**config.mk**
```make
export PLATFORM = sky130hd
export DESIGN_NAME = cam_frame_sequencer
export DESIGN_NICKNAME = d
export VERILOG_FILES = /design/src/rtl/cam_frame_sequencer.sv
export SDC_FILE = /design/constraint.sdc
export NUM_CORES = 1
export LEC_CHECK = 0
export BUFFER_PORTS_ARGS = -buffer_cell sky130_fd_sc_hd__buf_4
export CAP_MARGIN = 10
export CORE_MARGIN = 1.5
export CORE_UTILIZATION = 57
export CTS_CLUSTER_DIAMETER = 50
export CTS_CLUSTER_SIZE = 25
export DETAILED_ROUTE_END_ITERATION = 8
export PLACE_DENSITY = 0.93
export SLEW_MARGIN = 5
export SYNTH_ARGS = -nofsm -noshare
export SYNTH_HDL_FRONTEND = slang
export SYNTH_SLANG_ARGS = --single-unit
```
**constraint.sdc**
```tcl
create_clock -name clk -period 4.65 [get_ports clk]
set_input_delay 0.93 -clock clk [delete_from_list [all_inputs] [get_ports clk]]
set_output_delay 0.93 -clock clk [all_outputs]
set_load 0.01 [all_outputs]
```
**src/rtl/cam_frame_sequencer.sv**
```systemverilog
// cam_frame_sequencer: steers a stream of assembled camera pixels into a frame
// buffer. Supports continuous, single-shot, burst and freeze capture modes and
// optional ping-pong buffering.
// Optional feature: define FRAME_GRAY_EN to register a Gray-coded copy of the
// frame counter on frame_gray; otherwise frame_gray is tied to zero.
module cam_frame_sequencer #(
    parameter int C_IMG_COLS    = 80,
    parameter int C_IMG_ROWS    = 60,
    parameter int C_NB_IMG_PXLS = 13,
    parameter int C_NB_BUF      = 16,
    parameter int C_NB_FCNT     = 8,
    parameter int C_DBL_BUF     = 1
) (
    input  logic                     clk,
    input  logic                     rst,
    input  logic                     vsync,
    input  logic                     pxl_valid,
    input  logic [C_NB_BUF-1:0]      pxl_data,
    input  logic [1:0]               mode,
    input  logic [7:0]               burst_len,
    input  logic                     start,
    output logic                     wr_en,
    output logic [C_NB_IMG_PXLS-1:0] wr_addr,
    output logic [C_NB_BUF-1:0]      wr_data,
    output logic                     wr_buf,
    output logic                     rd_buf,
    output logic [C_NB_FCNT-1:0]     frame_cnt,
    output logic [C_NB_FCNT-1:0]     frame_gray,
    output logic                     busy,
    output logic                     done,
    output logic                     overflow
);

    localparam int C_IMG_PXLS = C_IMG_COLS * C_IMG_ROWS;
    localparam logic [C_NB_IMG_PXLS-1:0] PXL_LIMIT = C_NB_IMG_PXLS'(C_IMG_PXLS);

    localparam logic [1:0] ST_IDLE    = 2'd0;
    localparam logic [1:0] ST_WAIT_VS = 2'd1;
    localparam logic [1:0] ST_CAPTURE = 2'd2;
    localparam logic [1:0] ST_STOP    = 2'd3;

    localparam logic [1:0] MODE_CONT   = 2'b00;
    localparam logic [1:0] MODE_SINGLE = 2'b01;
    localparam logic [1:0] MODE_BURST  = 2'b10;
    localparam logic [1:0] MODE_FREEZE = 2'b11;

    // A burst length of zero still captures one frame.
    function automatic logic [7:0] burst_frames(input logic [7:0] len);
        return (len == 8'd0) ? 8'd1 : len;
    endfunction

    logic [1:0]               state_q, state_d;
    logic                     vs_q;
    logic [C_NB_IMG_PXLS-1:0] addr_q, addr_d;
    logic [7:0]               rem_q, rem_d;
    logic                     wr_en_q, wr_en_d;
    logic [C_NB_IMG_PXLS-1:0] wr_addr_q, wr_addr_d;
    logic [C_NB_BUF-1:0]      wr_data_q, wr_data_d;
    logic                     wr_buf_q, wr_buf_d;
    logic                     rd_buf_q, rd_buf_d;
    logic [C_NB_FCNT-1:0]     cnt_q, cnt_d;
    logic                     done_q, done_d;
    logic                     ovf_q, ovf_d;
    logic                     vs_rise;

    assign vs_rise = vsync & ~vs_q;

    // Next-state and datapath decisions for the capture sequencer.
    always_comb begin
        state_d   = state_q;
        addr_d    = addr_q;
        rem_d     = rem_q;
        wr_en_d   = 1'b0;
        wr_addr_d = wr_addr_q;
        wr_data_d = wr_data_q;
        wr_buf_d  = wr_buf_q;
        rd_buf_d  = rd_buf_q;
        cnt_d     = cnt_q;
        done_d    = 1'b0;
        ovf_d     = ovf_q;
        case (state_q)
            ST_IDLE: begin
                if (mode == MODE_CONT) begin
                    state_d = ST_WAIT_VS;
                end else if (start && (mode == MODE_SINGLE)) begin
                    state_d = ST_WAIT_VS;
                    rem_d   = 8'd1;
                end else if (start && (mode == MODE_BURST)) begin
                    state_d = ST_WAIT_VS;
                    rem_d   = burst_frames(burst_len);
                end
            end
            ST_WAIT_VS: begin
                if (vs_rise) begin
                    state_d = ST_CAPTURE;
                    addr_d  = '0;
                end
            end
            ST_CAPTURE: begin
                if (vs_rise) begin
                    // Frame boundary: any pixel on this cycle is dropped and the
                    // same edge opens the next frame unless capture stops here.
                    cnt_d    = cnt_q + C_NB_FCNT'(1);
                    done_d   = 1'b1;
                    rd_buf_d = wr_buf_q;
                    if (C_DBL_BUF != 0) begin
                        wr_buf_d = ~wr_buf_q;
                    end
                    addr_d = '0;
                    if ((mode != MODE_CONT) && (rem_q != 8'd0)) begin
                        rem_d = rem_q - 8'd1;
                    end
                    if ((mode == MODE_FREEZE) || ((mode != MODE_CONT) && (rem_q <= 8'd1))) begin
                        state_d = ST_STOP;
                    end
                end else if (pxl_valid) begin
                    if (addr_q < PXL_LIMIT) begin
                        wr_en_d   = 1'b1;
                        wr_addr_d = addr_q;
                        wr_data_d = pxl_data;
                        addr_d    = addr_q + C_NB_IMG_PXLS'(1);
                    end else begin
                        ovf_d = 1'b1;
                    end
                end
            end
            ST_STOP: begin
                state_d = ST_IDLE;
            end
            default: begin
                state_d = ST_IDLE;
            end
        endcase
    end

    // State, counters and registered write port, cleared by synchronous reset.
    always_ff @(posedge clk) begin
        if (rst) begin
            state_q   <= ST_IDLE;
            vs_q      <= 1'b0;
            addr_q    <= '0;
            rem_q     <= 8'd0;
            wr_en_q   <= 1'b0;
            wr_addr_q <= '0;
            wr_data_q <= '0;
            wr_buf_q  <= 1'b0;
            rd_buf_q  <= 1'b0;
            cnt_q     <= '0;
            done_q    <= 1'b0;
            ovf_q     <= 1'b0;
        end else begin
            state_q   <= state_d;
            vs_q      <= vsync;
            addr_q    <= addr_d;
            rem_q     <= rem_d;
            wr_en_q   <= wr_en_d;
            wr_addr_q <= wr_addr_d;
            wr_data_q <= wr_data_d;
            wr_buf_q  <= wr_buf_d;
            rd_buf_q  <= rd_buf_d;
            cnt_q     <= cnt_d;
            done_q    <= done_d;
            ovf_q     <= ovf_d;
        end
    end

`ifdef FRAME_GRAY_EN
    function automatic logic [C_NB_FCNT-1:0] to_gray(input logic [C_NB_FCNT-1:0] v);
        return v ^ (v >> 1);
    endfunction

    logic [C_NB_FCNT-1:0] gray_q;

    // Gray copy of the frame counter, updated on the same edge as the counter.
    always_ff @(posedge clk) begin
        if (rst) begin
            gray_q <= '0;
        end else begin
            gray_q <= to_gray(cnt_d);
        end
    end

    assign frame_gray = gray_q;
`else
    assign frame_gray = '0;
`endif

    assign wr_en     = wr_en_q;
    assign wr_addr   = wr_addr_q;
    assign wr_data   = wr_data_q;
    assign wr_buf    = wr_buf_q;
    assign rd_buf    = rd_buf_q;
    assign frame_cnt = cnt_q;
    assign busy      = (state_q != ST_IDLE);
    assign done      = done_q;
    assign overflow  = ovf_q;

endmodule

```
==> flow_metrics.tcl, run 1 <==
set metrics [dict create \
    regArea_mm2 0.001321 \
    final_hold_viol_count 0 \
    rsz0062_at_grt "false" \
    cts_hold_buf 0 \
    synth.most_common_cell "dfxtp_1" \
    p_per_area_mw_per_mm2 453.7 \
    syn_area_mm2 0.003168 \
    cap_violations 0 \
    yosys.cell_types.count 51 \
    yosys-top-cells-count "dfxtp_1, a21oi_1, nand3_1, o21ai_0, clkbuf_1" \
    ys_warn_count 0 \
    nets 479 \
    firstDrtPassIters 5 \
    cp-start-kind "register" \
    finalSetupViolations 0 \
    gp_congestion 0.8915 \
    power_mw 1.784 \
    worst_hold_slack_ns 0.4695 \
    drt-total-wl_um 8487 \
    antenna_found_initial 0 \
    syn_to_final_growth_pct 24.09 \
    end_kind "register" \
    worstPathCellList "inv_1 > ha_1 > and3_1 > a31oi_1 > a211oi_1" \
    grt_overflow_total 0 \
    clk_pin_slew_ns 0.08 \
    dpl.hpwl_um 5599 \
    synth-edff-count 0 \
    fin_setup_tns_ns 0 \
    netlist_instances 381 \
    cp_data_arrival_time_ns 2.98 \
    num_antenna_cells 0 \
    synth-async-reset-ratio 0 \
    hp-class "register to register" \
    place_inst 499 \
    via_count 3251 \
    insertion_delay_ns 0.35 \
    vdd.ir_drop.worst_mv 0.3566 \
    wl_per_cell_um 16.48 \
    min_period_ns 2.743 \
    fin_cells 515 \
    crit_fanout 32 \
    critPathTopFamily "simple AND/OR/NAND/NOR gates" \
    fp.dieArea_mm2 0.006014 \
    path_buf_inv 1 \
    outcome "complete, no violations" \
    multi_input_area_mm2 0.001668 \
    ys_ff_latch 66 \
    die_x_um 77.55 \
    ys_top_cells_by_area "dfxtp_1, a21oi_1, nand3_1" \
    pin_count 82 \
    syn_avg_cell_area_um2 8.315 \
    grt_pass1_wl_um 13920 \
    cellLeakagePower_nw 1.503 \
    crit_slowest_cell "and3_1" \
    viasPerCell 6.313 \
    synthFlopType "dfxtp_1" \
    max_freq_mhz 364.6 \
    tritoncts "yes" \
    grt_pass1_vias 2960 \
    cts_sinks 66 \
    cts_root_buf "clkbuf_8" \
    drt_iter0_markers 380 \
    final_max_slew_viol_count 0 \
    portBuffers 73 \
    yosysTopAreaCellShare 0.4171 \
    max_stage_delay_ns 1.01 \
    worst-path-stages 5 \
    drive_gt1_frac 0.2090 \
    fillers 363 \
    grt_max_degree 56 \
    htree_levels 3 \
    clockBufferDepth 2 \
    clock-skew-final_ns 0.01265 \
    ant_nets 0 \
    dieHeight_um 77.55 \
    rows 26 \
    reg2reg_depth 5 \
    whs_path_depth 2 \
    ctsResizeCount 0 \
    post_cts_buffers 0 \
    initial_core_util 0.6049 \
    path_class "register to register" \
    core-area_mm2 0.005238 \
    relSlewSlack 0.2624 \
    worstMarginPinSlew_ns 1.106 \
    drc 0 \
    yosysTopAreaCell "dfxtp_1" \
    required_ns 4.89 \
    synth_seq_area_share 0.4171 \
    cts_buffers 9 \
    period_share 0.5899 \
    grtUsageTotal 0.2862 \
]
## worst paths after layout
check,start,to,slack (ns)
min reg2reg,rd_buf,rd_buf,0.47
max reg2reg,state_q[0],wr_addr[12],1.91
max,state_q[0],wr_addr[12],1.91
min,rd_buf,rd_buf,0.47
## stage by stage
step                      cell area, um^2    util  setup WS (ns)
after floorplan                      3194       -          2.528
after global placement               3689  0.7043          2.024
after detailed placement             3689  0.7043          1.933
after CTS                            3931  0.7506          1.974
after global routing                 3931  0.7506          1.678
final                                3931  0.7506          1.907
## where the power goes
part	switching [mW]	total (mW)	internal, mW
registers	0.0543	0.674	0.620
clock network	0.234	0.592	0.358
logic	0.322	0.518	0.196
## cell families (layout without fill, tap and decap cells)
kind of cell / count (synthesis) / after routing / synth area share
AOI/OAI and AO/OA: 139 / 139 / 0.2662
xor gates and xnor gates: 6 / 6 / 0.01659
adders and majority gates: 8 / 8 / 0.03160
buffers and inverters: 46 / 103 / 0.06477
DFF: 66 / 66 / 0.4171
muxes: 2 / 2 / 0.006319
other: 1 / 8 / 0.001184
and+or+nand+nor: 113 / 113 / 0.1963
## registers in the layout (all words and copies together), names as in the netlist
signal     cells
addr_q        13
done           1
frame_cnt      8
overflow       1
rd_buf         1
rem_q          8
state_q        2
vs_q           1
wr_addr       13
wr_buf         1
wr_data       16
wr_en          1
## cell usage in the layout, fill, tap and decap left out, types with 3 or more instances in the layout
cell type  count
nand2b_1       3
nor2_1        16
o21ai_0       36
nor3_1         8
a31oi_1        3
conb_1         8
or3_1          3
buf_4         76
dfxtp_1       66
clkbuf_8       9
nand3_1       38
a21oi_1       51
or4_1          8
o31ai_1       15
o311ai_0       6
xnor2_1        4
a211o_1        3
inv_1          9
a211oi_1       6
a32oi_1        3
bufinv_16      3
nand2_1       15
ha_1           8
nor2b_1        3
## area by class of cell
cell class	count	area share
multi-input cells	276	0.4243
well taps	70	0.02228
clock buffers	10	0.03246
clock inverters	6	0.02928
inverters	11	0.01050
repair buffers	76	0.1451
flip-flops and latches	66	0.3361
## per-layer routing
layer / GRT usage / vias to the layer above / wire length, um
met1: 0.3424 / 1520 / 3417
met4: 0.1491 / 0 / 232
met5: 0 / - / 0
met2: 0.4895 / 177 / 4269
li1: - / 1522 / -
met3: 0.04941 / 32 / 567
## worst register-to-register path, cell delays in order, from the launching register on
cell and delay (ns):
dfxtp_1 0.34, inv_1 0.08, ha_1 0.61, and3_1 1.01
a31oi_1 0.25, a211oi_1 0.33
No activity file was read; power rests on OpenSTA's default activity.
==> run 2: changes to the inputs <==
--- a/config.mk
+++ b/config.mk
@@ -8,11 +8,11 @@
 export BUFFER_PORTS_ARGS = -buffer_cell sky130_fd_sc_hd__buf_4
 export CAP_MARGIN = 10
 export CORE_MARGIN = 1.5
-export CORE_UTILIZATION = 57
+export CORE_UTILIZATION = 48
 export CTS_CLUSTER_DIAMETER = 50
 export CTS_CLUSTER_SIZE = 25
 export DETAILED_ROUTE_END_ITERATION = 8
-export PLACE_DENSITY = 0.93
+export PLACE_DENSITY = 0.84
 export SLEW_MARGIN = 5
 export SYNTH_ARGS = -nofsm -noshare
 export SYNTH_HDL_FRONTEND = slang
==> constraint.sdc (replaced) <==
create_clock -name clk -period 2.3 [get_ports clk]
set_input_delay 0.46 -clock clk [delete_from_list [all_inputs] [get_ports clk]]
set_output_delay 0.46 -clock clk [all_outputs]
set_load 0.01 [all_outputs]
==> flow_metrics.tcl, run 2 (synthesis results as in run 1) <==
set metrics [dict create \
    pin_count 82 \
    critPathTopFamily "compound AO/OA/AOI/OAI gates" \
    outcome "complete, no violations" \
    worstPathCellList "inv_1 > ha_1 > buf_4 > nor2_1 > a211o_1 > o311ai_0 > o31ai_1" \
    final_max_slew_viol_count 0 \
    dpl.hpwl_um 5412 \
    ctsResizeCount 0 \
    max_stage_delay_ns 0.39 \
    multi_input_area_mm2 0.001672 \
    clock-skew-final_ns 0.008120 \
    fp.dieArea_mm2 0.007096 \
    regArea_mm2 0.001321 \
    p_seq_frac 0.415 \
    p_per_area_mw_per_mm2 832.5 \
    tritoncts "yes" \
    die_x_um 84.24 \
    htree_levels 3 \
    crit_slowest_cell "a211o_1" \
    grtUsageTotal 0.2180 \
    worstMarginPinSlew_ns 0.6729 \
    worst_hold_slack_ns 0.3726 \
    crit_fanout 20 \
    drt_iter0_markers 192 \
    period_share 0.8679 \
    grt_max_degree 33 \
    vdd.ir_drop.worst_mv 0.4401 \
    final_hold_viol_count 0 \
    wl_per_cell_um 14.78 \
    p_sw_mw 1.193 \
    path_class "register to register" \
    insertion_delay_ns 0.34 \
    initial_core_util 0.4989 \
    dieHeight_um 84.24 \
    syn_to_final_growth_pct 24.17 \
    core-area_mm2 0.006350 \
    clockBufferDepth 2 \
    fillers 553 \
    post_cts_buffers 0 \
    cts_hold_buf 0 \
    final_cell_mix "buf_4, dfxtp_1, a21oi_1" \
    fin_setup_tns_ns 0 \
    cts_root_buf "clkbuf_8" \
    cts_buffers 9 \
    fin_ws_ns 0.3038 \
    rows 29 \
    hp-class "input pin to register" \
    layout_commonest_cell "buf_4" \
    antenna_found_initial 0 \
    place_area_mm2 0.003754 \
    ant_nets 0 \
    clkPwrFrac 0.266 \
    clk_pin_slew_ns 0.08 \
    drt-total-wl_um 7817 \
    power_mw 3.275 \
    grt_overflow_total 0 \
    intPower_mw 2.082 \
    min_period_ns 1.996 \
    max_freq_mhz 500.9 \
    end_kind "register" \
    cp_data_arrival_time_ns 2.20 \
    pre_cts_slack_ns 0.3384 \
    drive_gt1_frac 0.2257 \
    grt_pass1_wl_um 13010 \
    required_ns 2.50 \
    drc 0 \
    grt_pass1_vias 2813 \
    largest_reg_flops 16 \
    finalSetupViolations 0 \
    gp_congestion 0.8539 \
    cap_violations 0 \
    via_count 3063 \
    portBuffers 73 \
    p_comb_frac 0.318 \
    path_buf_inv 2 \
    cts_sinks 66 \
    relSlewSlack 0.5480 \
    rsz0062_at_grt "false" \
    cp-start-kind "register" \
    firstDrtPassIters 4 \
    nets 486 \
    viasPerCell 5.790 \
    p_sw_frac 0.3644 \
    cellLeakagePower_nw 1.508 \
    design_area_mm2 0.003934 \
    num_antenna_cells 0 \
]
[run 2: changes by cell type in the layout (fill, tap and decap cells not counted), sizes merged]
cell,delta
buf,+7
bufinv,-3
clkinv,+2
clkinvlp,+1
[run 2: path summary, 6_finish.rpt]
path	start	endpoint	slack (ns)	cells after the start
worst max-delay path	state_q[0]	rem_q[5]	0.30	7
worst min-delay path	pxl_data[10]	wr_data[10]	0.37	3
worst max register to register	state_q[0]	rem_q[5]	0.30	7
worst min register to register	rd_buf	rd_buf	0.47	2
[run 2: power by group through the flow]
stage / clock network (mW) / registers [mW] / logic, mW
after floorplan: 0 / 1.37 / 0.726
after global placement: 0 / 1.37 / 0.997
after detailed placement: 0 / 1.38 / 1.02
after CTS: 0.888 / 1.36 / 1.03
after global routing: 0.939 / 1.37 / 1.14
final: 0.872 / 1.36 / 1.04
[run 2: layer usage]
metal,part of all wire,up-vias,track usage
met5,0,-,0
met4,0.012,0,0.08346
met3,0.045,11,0.04130
met2,0.49,91,0.3593
met1,0.45,1422,0.2836
li1,-,1539,-
[run 2: through the flow]
step,instances,util
final,529,0.6195
after global routing,529,0.6195
after global placement,513,0.5911
after detailed placement,513,0.5911
after CTS,529,0.6195
after floorplan,388,-
[run 2: area by class of cell]
class / count / share of cell area
Clock buffer: 10 / 0.03499
Clock inverter: 6 / 0.01081
Inverter: 11 / 0.01050
Multi-Input combinational cell: 276 / 0.4249
Sequential cell: 66 / 0.3359
Tap cell: 77 / 0.02449
Timing Repair Buffer: 83 / 0.1584
[run 2: worst min-delay path, cell delays in order]
cell	delay (ns)
buf_4	0.11
nand3_1	0.05
a21oi_1	0.05
==> run 3: changes to the inputs <==
--- a/config.mk
+++ b/config.mk
@@ -5,8 +5,10 @@
 export SDC_FILE = /design/constraint.sdc
 export NUM_CORES = 1
 export LEC_CHECK = 0
+export ABC_AREA = 1
 export BUFFER_PORTS_ARGS = -buffer_cell sky130_fd_sc_hd__buf_4
 export CAP_MARGIN = 10
+export CORE_ASPECT_RATIO = 0.6
 export CORE_MARGIN = 1.5
 export CORE_UTILIZATION = 48
 export CTS_CLUSTER_DIAMETER = 50
==> flow_metrics.tcl, run 3 <==
set metrics [dict create \
    grtUsageTotal 0.2278 \
    ant_nets 0 \
    final_max_slew_viol_count 0 \
    path_class "register to register" \
    synth-async-reset-ratio 0 \
    yosys-top-cells-count "nor2_1, nand2_1, dfxtp_1, inv_1, nand3_1" \
    drt_iter0_markers 340 \
    dpl.hpwl_um 5598 \
    syn_avg_cell_area_um2 6.914 \
    rows 23 \
    pin_count 82 \
    final_cell_mix "nor2_1, nand2_1, buf_4" \
    worstPathCellList "inv_1 > ha_1 > buf_4 > nor2_1 > o21ai_1 > inv_1 > nand2_1 > nor2_1" \
    die_x_um 110.0 \
    min_period_ns 1.869 \
    cap_violations 0 \
    syn_area_mm2 0.003298 \
    fp.dieArea_mm2 0.007394 \
    relSlewSlack 0.6261 \
    post_cts_buffers 0 \
    grt_max_degree 40 \
    portBuffers 73 \
    clockBufferDepth 2 \
    finalSetupViolations 0 \
    final_hold_viol_count 0 \
    htree_levels 3 \
    grt_overflow_total 0 \
    synthFlopType "dfxtp_1" \
    crit_slowest_cell "dfxtp_1" \
    cp-start-kind "register" \
    drt-total-wl_um 7909 \
    cp_data_arrival_time_ns 2.13 \
    ys_warn_count 0 \
    nets 586 \
    p_per_area_mw_per_mm2 1050 \
    initial_core_util 0.4961 \
    core-area_mm2 0.006648 \
    worstMarginPinSlew_ns 0.5601 \
    num_antenna_cells 0 \
    cts_buffers 9 \
    netlist_instances 477 \
    synth-edff-count 0 \
    regArea_mm2 0.001321 \
    period_share 0.8124 \
    max_freq_mhz 535.2 \
    syn_to_final_growth_pct 24.85 \
    fin_setup_tns_ns 0 \
    dieHeight_um 67.21 \
    clock-skew-final_ns 0.004773 \
    synth.most_common_cell "nor2_1" \
    power_mw 4.323 \
    via_count 3228 \
    cts_sinks 66 \
    ctsResizeCount 0 \
    ys_ff_latch 66 \
    cts_hold_buf 0 \
    yosysTopAreaCell "dfxtp_1" \
    yosys.cell_types.count 33 \
    ys_top_cells_by_area "dfxtp_1, nor2_1, nand2_1" \
    yosysTopAreaCellShare 0.4006 \
    outcome "complete, no violations" \
    gp_congestion 0.8966 \
    max_stage_delay_ns 0.35 \
    fillers 581 \
    clk_pin_slew_ns 0.06 \
    drc 0 \
    pre_cts_slack_ns 0.4785 \
    cellLeakagePower_nw 1.958 \
    fin_ws_ns 0.4315 \
    viasPerCell 5.052 \
    layout_commonest_cell "nor2_1" \
    insertion_delay_ns 0.33 \
    grt_pass1_vias 2866 \
    wl_per_cell_um 12.38 \
    firstDrtPassIters 5 \
    tritoncts "yes" \
    synth_seq_area_share 0.4006 \
    cts_root_buf "clkbuf_16" \
    end_kind "register" \
    vdd.ir_drop.worst_mv 0.5949 \
    rsz0062_at_grt "false" \
    drive_gt1_frac 0.2138 \
    multi_input_area_mm2 0.001662 \
    grt_pass1_wl_um 12850 \
    antenna_found_initial 0 \
    hp-class "input pin to register" \
    crit_fanout 11 \
    required_ns 2.56 \
    largest_reg_flops 16 \
]
[run 3: changes by cell type after synthesis, moves of 15 or more]
cell,change
clkbuf_1,-18
nand2_1,+75
o31ai_1,-15
nor2_1,+92
a21oi_1,-34
inv_1,+35
[run 3: final timing paths]
check / depth (start not counted) / start / end / slack (ns)
max reg2reg: 8 / state_q[0] / addr_q[6] / 0.43
min: 3 / pxl_data[3] / wr_data[3] / 0.35
min reg2reg: 2 / overflow / overflow / 0.45
max: 8 / state_q[0] / addr_q[6] / 0.43
[run 3: per-stage QoR]
step                      hold WS [ns]  cells  utilization  cell area [um^2]
after floorplan                 0.4550    484            -              3324
after global placement          0.4419    623       0.5775              3839
after detailed placement        0.4496    623       0.5775              3839
after CTS                       0.3438    639       0.6194              4118
after global routing            0.3404    639       0.6194              4118
final                           0.3536    639       0.6194              4118
[run 3: kinds of logic (layout without fill, tap and decap cells)]
family	after synthesis	in the layout	synth area share
xor+xnor	2	2	0.005312
compound gates	62	62	0.1024
simple gates	267	267	0.3566
fa+ha+maj	8	8	0.03035
other cells	1	8	0.001137
flops	66	66	0.4006
buf+inv	71	139	0.1036
[run 3: routing by layer]
layer  track usage  vias to the layer above  share of wire
met5             0                        -              0
met1        0.2889                     1463           0.47
met4       0.07630                        0          0.012
li1              -                     1631              -
met2        0.3548                      119           0.44
met3       0.09170                       15          0.080
[run 3: where the power goes]
part,switching (mW),internal (mW)
combinational,1.02,0.589
clock,0.529,0.735
sequential,0.139,1.31
[run 3: critical path, delay by kind of cell, from the launching register on]
kind / cells / cell delay [ns]
buf+inv: 3 / 0.51
simple gates: 3 / 0.49
flops: 1 / 0.35
fa+ha+maj: 1 / 0.22
compound gates: 1 / 0.22
[run 3: layout make-up]
type	count	share of cell area
multi-input combinational	347	0.4035
sequential	66	0.3209
timing repair buffer	76	0.1386
clock buffer	9	0.05469
inverter	47	0.04284
tap	87	0.02644
clock inverter	7	0.01307
